## src/rtl/fbcpu_boot_loader.sv

```systemverilog
`default_nettype none
// +--------------------------------------------------------------------------+
// | Module   : fbcpu_boot_loader                                              |
// | Function : Holds FBCPU in reset, streams a program image into block RAM   |
// |            from address 0, zero-fills the remainder, then releases the   |
// |            CPU and hands the RAM port to the CPU's MAR/MDRIn/RAMWr.      |
// | Options  : FBCPU_BOOT_CHECKSUM_EN - the i_last word is a checksum of the |
// |            data words (mod 2**DATA_WIDTH) and is not written to RAM.     |
// | Revision : 1.0 - initial release                                          |
// +--------------------------------------------------------------------------+
module fbcpu_boot_loader #(
  parameter int ADDRESS_WIDTH = 6,
  parameter int DATA_WIDTH    = 10,
  parameter int MEM_DEPTH     = 64
) (
  input  logic                     clk,
  input  logic                     rst,
  input  logic                     i_start,
  input  logic                     i_valid,
  output logic                     o_ready,
  input  logic [DATA_WIDTH-1:0]    i_data,
  input  logic                     i_last,
  input  logic [ADDRESS_WIDTH-1:0] cpu_addr,
  input  logic [DATA_WIDTH-1:0]    cpu_wdata,
  input  logic                     cpu_we,
  output logic [ADDRESS_WIDTH-1:0] ram_addr,
  output logic [DATA_WIDTH-1:0]    ram_wdata,
  output logic                     ram_we,
  output logic                     o_cpu_rst,
  output logic                     o_done,
  output logic                     o_err,
  output logic [ADDRESS_WIDTH:0]   o_count
);

  typedef enum logic [2:0] {
    S_IDLE  = 3'd0,
    S_LOAD  = 3'd1,
    S_CLEAR = 3'd2,
    S_RUN   = 3'd3,
    S_ERROR = 3'd4
  } state_t;

  localparam logic [ADDRESS_WIDTH-1:0] c_LAST_ADDR = ADDRESS_WIDTH'(MEM_DEPTH - 1);

  state_t                   r_state;
  logic [ADDRESS_WIDTH-1:0] r_ptr;
  logic [ADDRESS_WIDTH:0]   r_count;
  logic                     r_cpuRst;
  logic                     r_done;
  logic                     r_err;
`ifdef FBCPU_BOOT_CHECKSUM_EN
  logic [DATA_WIDTH-1:0]    r_sum;
`endif

  logic w_handshake;
  logic w_atEnd;

  assign o_ready     = (r_state == S_LOAD);
  assign w_handshake = i_valid & o_ready;
  assign w_atEnd     = (r_ptr == c_LAST_ADDR);

  assign o_cpu_rst = r_cpuRst;
  assign o_done    = r_done;
  assign o_err     = r_err;
  assign o_count   = r_count;

  // RAM port steering: loader owns it during LOAD/CLEAR, CPU only in RUN.
  always_comb begin
    ram_we    = 1'b0;
    ram_addr  = '0;
    ram_wdata = '0;
    case (r_state)
      S_LOAD: begin
`ifdef FBCPU_BOOT_CHECKSUM_EN
        ram_we    = w_handshake & ~i_last;
`else
        ram_we    = w_handshake;
`endif
        ram_addr  = r_ptr;
        ram_wdata = i_data;
      end
      S_CLEAR: begin
        ram_we    = 1'b1;
        ram_addr  = r_ptr;
        ram_wdata = '0;
      end
      S_RUN: begin
        // A reload request cuts the CPU off in the same cycle.
        ram_we    = cpu_we & ~i_start;
        ram_addr  = cpu_addr;
        ram_wdata = cpu_wdata;
      end
      default: begin
        ram_we    = 1'b0;
        ram_addr  = '0;
        ram_wdata = '0;
      end
    endcase
  end

  always_ff @(posedge clk) begin
    if (!rst) begin
      r_state  <= S_IDLE;
      r_ptr    <= '0;
      r_count  <= '0;
      r_cpuRst <= 1'b1;
      r_done   <= 1'b0;
      r_err    <= 1'b0;
`ifdef FBCPU_BOOT_CHECKSUM_EN
      r_sum    <= '0;
`endif
    end else begin
      case (r_state)
        S_IDLE, S_RUN, S_ERROR: begin
          if (i_start) begin
            r_state  <= S_LOAD;
            r_ptr    <= '0;
            r_count  <= '0;
            r_cpuRst <= 1'b1;
            r_done   <= 1'b0;
            r_err    <= 1'b0;
`ifdef FBCPU_BOOT_CHECKSUM_EN
            r_sum    <= '0;
`endif
          end
        end

        S_LOAD: begin
          if (w_handshake) begin
`ifdef FBCPU_BOOT_CHECKSUM_EN
            if (i_last) begin
              // Checksum slot was never written, so clearing starts at r_ptr.
              if (i_data == r_sum) begin
                r_state <= S_CLEAR;
              end else begin
                r_state <= S_ERROR;
                r_err   <= 1'b1;
              end
            end else begin
              r_ptr   <= r_ptr + ADDRESS_WIDTH'(1);
              r_count <= r_count + (ADDRESS_WIDTH+1)'(1);
              r_sum   <= r_sum + i_data;
              if (w_atEnd) begin
                r_state <= S_ERROR;
                r_err   <= 1'b1;
              end
            end
`else
            r_ptr   <= r_ptr + ADDRESS_WIDTH'(1);
            r_count <= r_count + (ADDRESS_WIDTH+1)'(1);
            if (w_atEnd) begin
              if (i_last) begin
                r_state  <= S_RUN;
                r_cpuRst <= 1'b0;
                r_done   <= 1'b1;
              end else begin
                r_state <= S_ERROR;
                r_err   <= 1'b1;
              end
            end else if (i_last) begin
              r_state <= S_CLEAR;
            end
`endif
          end
        end

        S_CLEAR: begin
          r_ptr <= r_ptr + ADDRESS_WIDTH'(1);
          if (w_atEnd) begin
            r_state  <= S_RUN;
            r_cpuRst <= 1'b0;
            r_done   <= 1'b1;
          end
        end

        default: begin
          r_state <= S_IDLE;
        end
      endcase
    end
  end

endmodule
`default_nettype wire

```

## config.mk

```make
export PLATFORM = sky130hd
export DESIGN_NAME = fbcpu_boot_loader
export DESIGN_NICKNAME = d
export VERILOG_FILES = /design/src/rtl/fbcpu_boot_loader.sv
export SDC_FILE = /design/constraint.sdc
export NUM_CORES = 1
export LEC_CHECK = 0
export BUFFER_PORTS_ARGS = -buffer_cell sky130_fd_sc_hd__buf_4
export CELL_PAD_IN_SITES_DETAIL_PLACEMENT = 2
export CELL_PAD_IN_SITES_GLOBAL_PLACEMENT = 2
export CORE_MARGIN = 1.5
export CORE_UTILIZATION = 27
export CTS_BUF_LIST = sky130_fd_sc_hd__clkbuf_4 sky130_fd_sc_hd__clkbuf_8 sky130_fd_sc_hd__clkbuf_16
export CTS_CLUSTER_DIAMETER = 150
export DETAILED_ROUTE_END_ITERATION = 12
export PLACE_DENSITY_LB_ADDON = 0.1
export SYNTH_ARGS = -nofsm -noshare
export SYNTH_HDL_FRONTEND = slang
export SYNTH_SLANG_ARGS = --single-unit
export TNS_END_PERCENT = 1
```

## constraint.sdc

```tcl
create_clock -name clk -period 4.87 [get_ports clk]
set_input_delay 0.487 -clock clk [delete_from_list [all_inputs] [get_ports clk]]
set_output_delay 0.487 -clock clk [all_outputs]
set_load 0.01 [all_outputs]
```

==> metrics.log <==
INFO  metric number_of_vias_in_the_routed_layout = between 1000 and 1500
INFO  metric ctsHoldBuffers = 0
INFO  metric worstPathCellList = nand2b_1 > nor2_1 > buf_4
INFO  metric clk-insertion-delay-late = about 0.26 ns
INFO  metric post_synth.cell_area_avg = 7.62 sq um
INFO  metric hold_viol = 0
INFO  metric synth.yosys.warnings = 0
INFO  metric insertedDiodeCount = 0
INFO  metric first_global_vias = 1619
INFO  metric worst-endpoint-arrival = 2.18 ns
INFO  metric finalClockSkew = roughly 0.0021 ns
INFO  metric n_fill_cell = a little under 600
INFO  metric rsz_0062_raised_after_global_routing = false
INFO  metric overflow = 0
INFO  metric slew_headroom = 44.5%
INFO  metric finalSetupTns = 0 ns
INFO  metric grt_max_degree = 39
INFO  metric io-pin-count = 60
INFO  metric dr.first_iter.drc_count = 41
INFO  metric post_cts.repair.setup_buffers = 0
INFO  metric total_die_area = 0.00543 sq mm
INFO  metric synth-seq-cells = 19
INFO  metric max_stage_delay = 0.87 ns
INFO  metric floorplan.initialDensity = 28.4%
INFO  metric final_min_period_over_clock_period = 54.9%
INFO  metric die_y = 73.7 um
INFO  metric clock-root-buffer = clkbuf_8
INFO  metric cts_htree_levels = 1
INFO  metric drt.antenna.violating_nets = 0
INFO  metric synthesis.nets = 211
INFO  metric synth_top_cell_area_share = between 20 and 30%
INFO  metric power.ir.vdd_worst = 0.108 mV
INFO  metric die_x = 73.7 um
INFO  metric instances_no_fill = 297
INFO  metric row_count = 25
INFO  metric cts-resized-gates = 0
INFO  metric timing.setup.critical_path_class = reg -> out
INFO  metric timing.critical_path.slowest_stage_cell = dfxtp_1
INFO  metric dpl.cell_count = 293
INFO  metric worst_setup_path_start_kind = register
INFO  metric cts_sinks = 19
INFO  metric vias_per_cell = 5.01
INFO  metric p_per_area = 410 mW/mm^2
INFO  metric cts-root-to-sink-buffers = 2
INFO  metric multi_input_comb_area = around 900 sq um
INFO  metric netlist.top_cell.by_area = dfxtp_1
INFO  metric setup.worst_path.end_class = primary output
INFO  metric final-max-slew-violation-count = 0
INFO  metric synth_cell_types = 40
INFO  metric num-nets-final = 265
INFO  metric status = finished, final reports clean
INFO  metric post_route_cells_drive_above_1_share = 33.5%
INFO  metric drcViolationCount = 0
INFO  metric storage_cell_area = 380 sq um
INFO  metric detailedRoute.firstPassIterationCount = 2
INFO  metric syn_to_final_growth = 39.1%
INFO  metric syn-cell-area = around 0.0013 sq mm
INFO  metric layout_min_cycle_time = about 2.7 ns
INFO  metric tritoncts.num_buffers = 3
INFO  metric core_area = 0.00475 sq mm
INFO  metric grt_antenna_before_repair = 0
INFO  metric port_buffers = 59
INFO  metric static-leakage-power = 0.808 nW
INFO  metric min-delay-path-class = reg -> reg
INFO  metric clkSlewWorstSetupHoldPaths = about 0.08 ns
INFO  metric post_synth_main_area_contributors = dfxtp_1 28%, mux2i_1 9.6%, nor2_1 7.8%
INFO  metric worstPathMaxFanout = 24
INFO  metric setup_viol = 0
INFO  metric cp.required = 4.38 ns
INFO  metric grt_total_usage = 18.9%
INFO  metric synth-seq-area-share = 28.2%
INFO  metric maxClockFrequency = 374 MHz
INFO  metric tritoncts = yes
INFO  metric post_synth_inst_count = between 150 and 200
INFO  metric pin_slew_with_the_least_headroom_to_its_limit = 0.832 ns
INFO  metric dpl.hpwl = roughly 3.8 mm
INFO  metric wirelength = 4.80 mm
INFO  metric max_cap_violations = 0
INFO  metric grt_first_pass_wirelength = 7.94 mm
INFO  metric gp_congestion = about 0.80
INFO  metric detail_route.wl_per_cell = between 15 and 20 um
-- cell usage in the layout (no fill, tap or decap), drive strengths merged, types with 2 or more instances in the layout --
cell	n
or2	3
nor2	28
ha	2
nand2	15
nor3	2
a21oi	16
inv	4
clkbuf	3
nand3	5
mux2i	13
or3	4
dfxtp	19
nand3b	7
nor2b	2
o21ai	11
nand2b	4
a21boi	2
xor2	4
mux2	7
buf	60
a31oi	3
-- path summary, 6_finish.rpt --
kind / start / endpoint / slack (ns) / depth (start not counted)
min reg2reg: o_err / o_err / 0.48 / 2
max: r_state[0] / o_ready / 2.20 / 3
min: o_err / o_err / 0.48 / 2
max reg2reg: r_state[0] / r_state[1] / 2.42 / 4
-- cell usage after synthesis --
master	number
nor2b_1	2
a211oi_1	1
inv_1	4
dfxtp_1	19
mux2i_1	13
o21ai_0	10
o21ai_1	1
a21boi_1	2
o221a_2	1
clkbuf_1	5
nand3b_1	6
a31oi_1	3
buf_6	1
and3b_1	1
xnor2_1	1
and3_1	1
o21a_1	1
o22a_1	1
a41o_1	1
xor2_1	4
nor3_1	2
o41a_1	1
o2111ai_1	1
nand2b_1	4
or4_1	1
buf_2	4
or2_2	3
and2_1	1
buf_1	1
or3_1	4
a2111oi_0	1
or3b_2	1
mux2_2	7
nand2_1	15
nor3b_1	1
nand3b_2	1
nor2_1	28
ha_1	2
a21oi_1	16
nand3_1	5
-- area by class of cell --
cell class / count / share of cell area [%]
clock buffer: 3 / 2.20
clock inverter: 1 / 0.267
inverter: 4 / 0.801
multi-input combinational: 143 / 48.0
sequential: 19 / 20.3
tap: 67 / 4.47
timing repair buffer: 60 / 24.0
-- state kept, by name (all words and copies together) (netlist names) --
name and cells:
o_done 1, r_ptr 6, o_err 1, o_count 7, o_cpu_rst 1, r_state 3
-- kinds of logic after synthesis --
| kind of cell | count (synthesis) | share of synthesized area (%) |
|---|---|---|
| XOR/XNOR | 5 | 3.25 |
| multiplexers | 20 | 15.5 |
| AND/OR/NAND/NOR | 76 | 28.1 |
| AO/OA/AOI/OAI | 40 | 18.0 |
| buffers and inverters | 15 | 5.10 |
| adder cells (fa/ha/maj) | 2 | 1.85 |
| flip-flops | 19 | 28.2 |
-- routing by layer --
metal	GRT usage (%)	vias to the layer above	share of wire (%)
li1	-	724	-
met1	23.1	721	43
met2	33.9	38	51
met3	2.88	6	4.7
met4	5.76	0	1.3
met5	0	-	0
-- power breakdown --
group | internal, W | switching, W | leakage, nW | total, W
sequential | 0.000180 | 0.0000384 | 0.154 | 0.000218
clock | 0.0000570 | 0.0000587 | 0.0255 | 0.000116
combinational | 0.000200 | 0.000235 | 0.628 | 0.000435
-- metrics by stage --
| step | area, sq um | hold slack (ns) | setup slack, ns | utilization [%] | power (W) |
|---|---|---|---|---|---|
| after floorplan | 1350 | 0.475 | 3.00 | - | 0.000516 |
| after global placement | 1830 | 0.458 | 2.63 | 38.5 | 0.000642 |
| after detailed placement | 1830 | 0.476 | 2.43 | 38.5 | 0.000661 |
| after CTS | 1880 | 0.478 | 2.20 | 39.4 | 0.000778 |
| after global routing | 1880 | 0.495 | 1.94 | 39.4 | 0.000827 |
| final | 1880 | 0.481 | 2.20 | 39.4 | 0.000769 |
-- worst max-delay path: cells and delay by family, from the launching register on --
family | cells | cell delay, ns
buffers and inverters | 1 | 0.19
flip-flops | 1 | 0.87
AND/OR/NAND/NOR | 2 | 0.86
(Power assumes the default switching activity.)
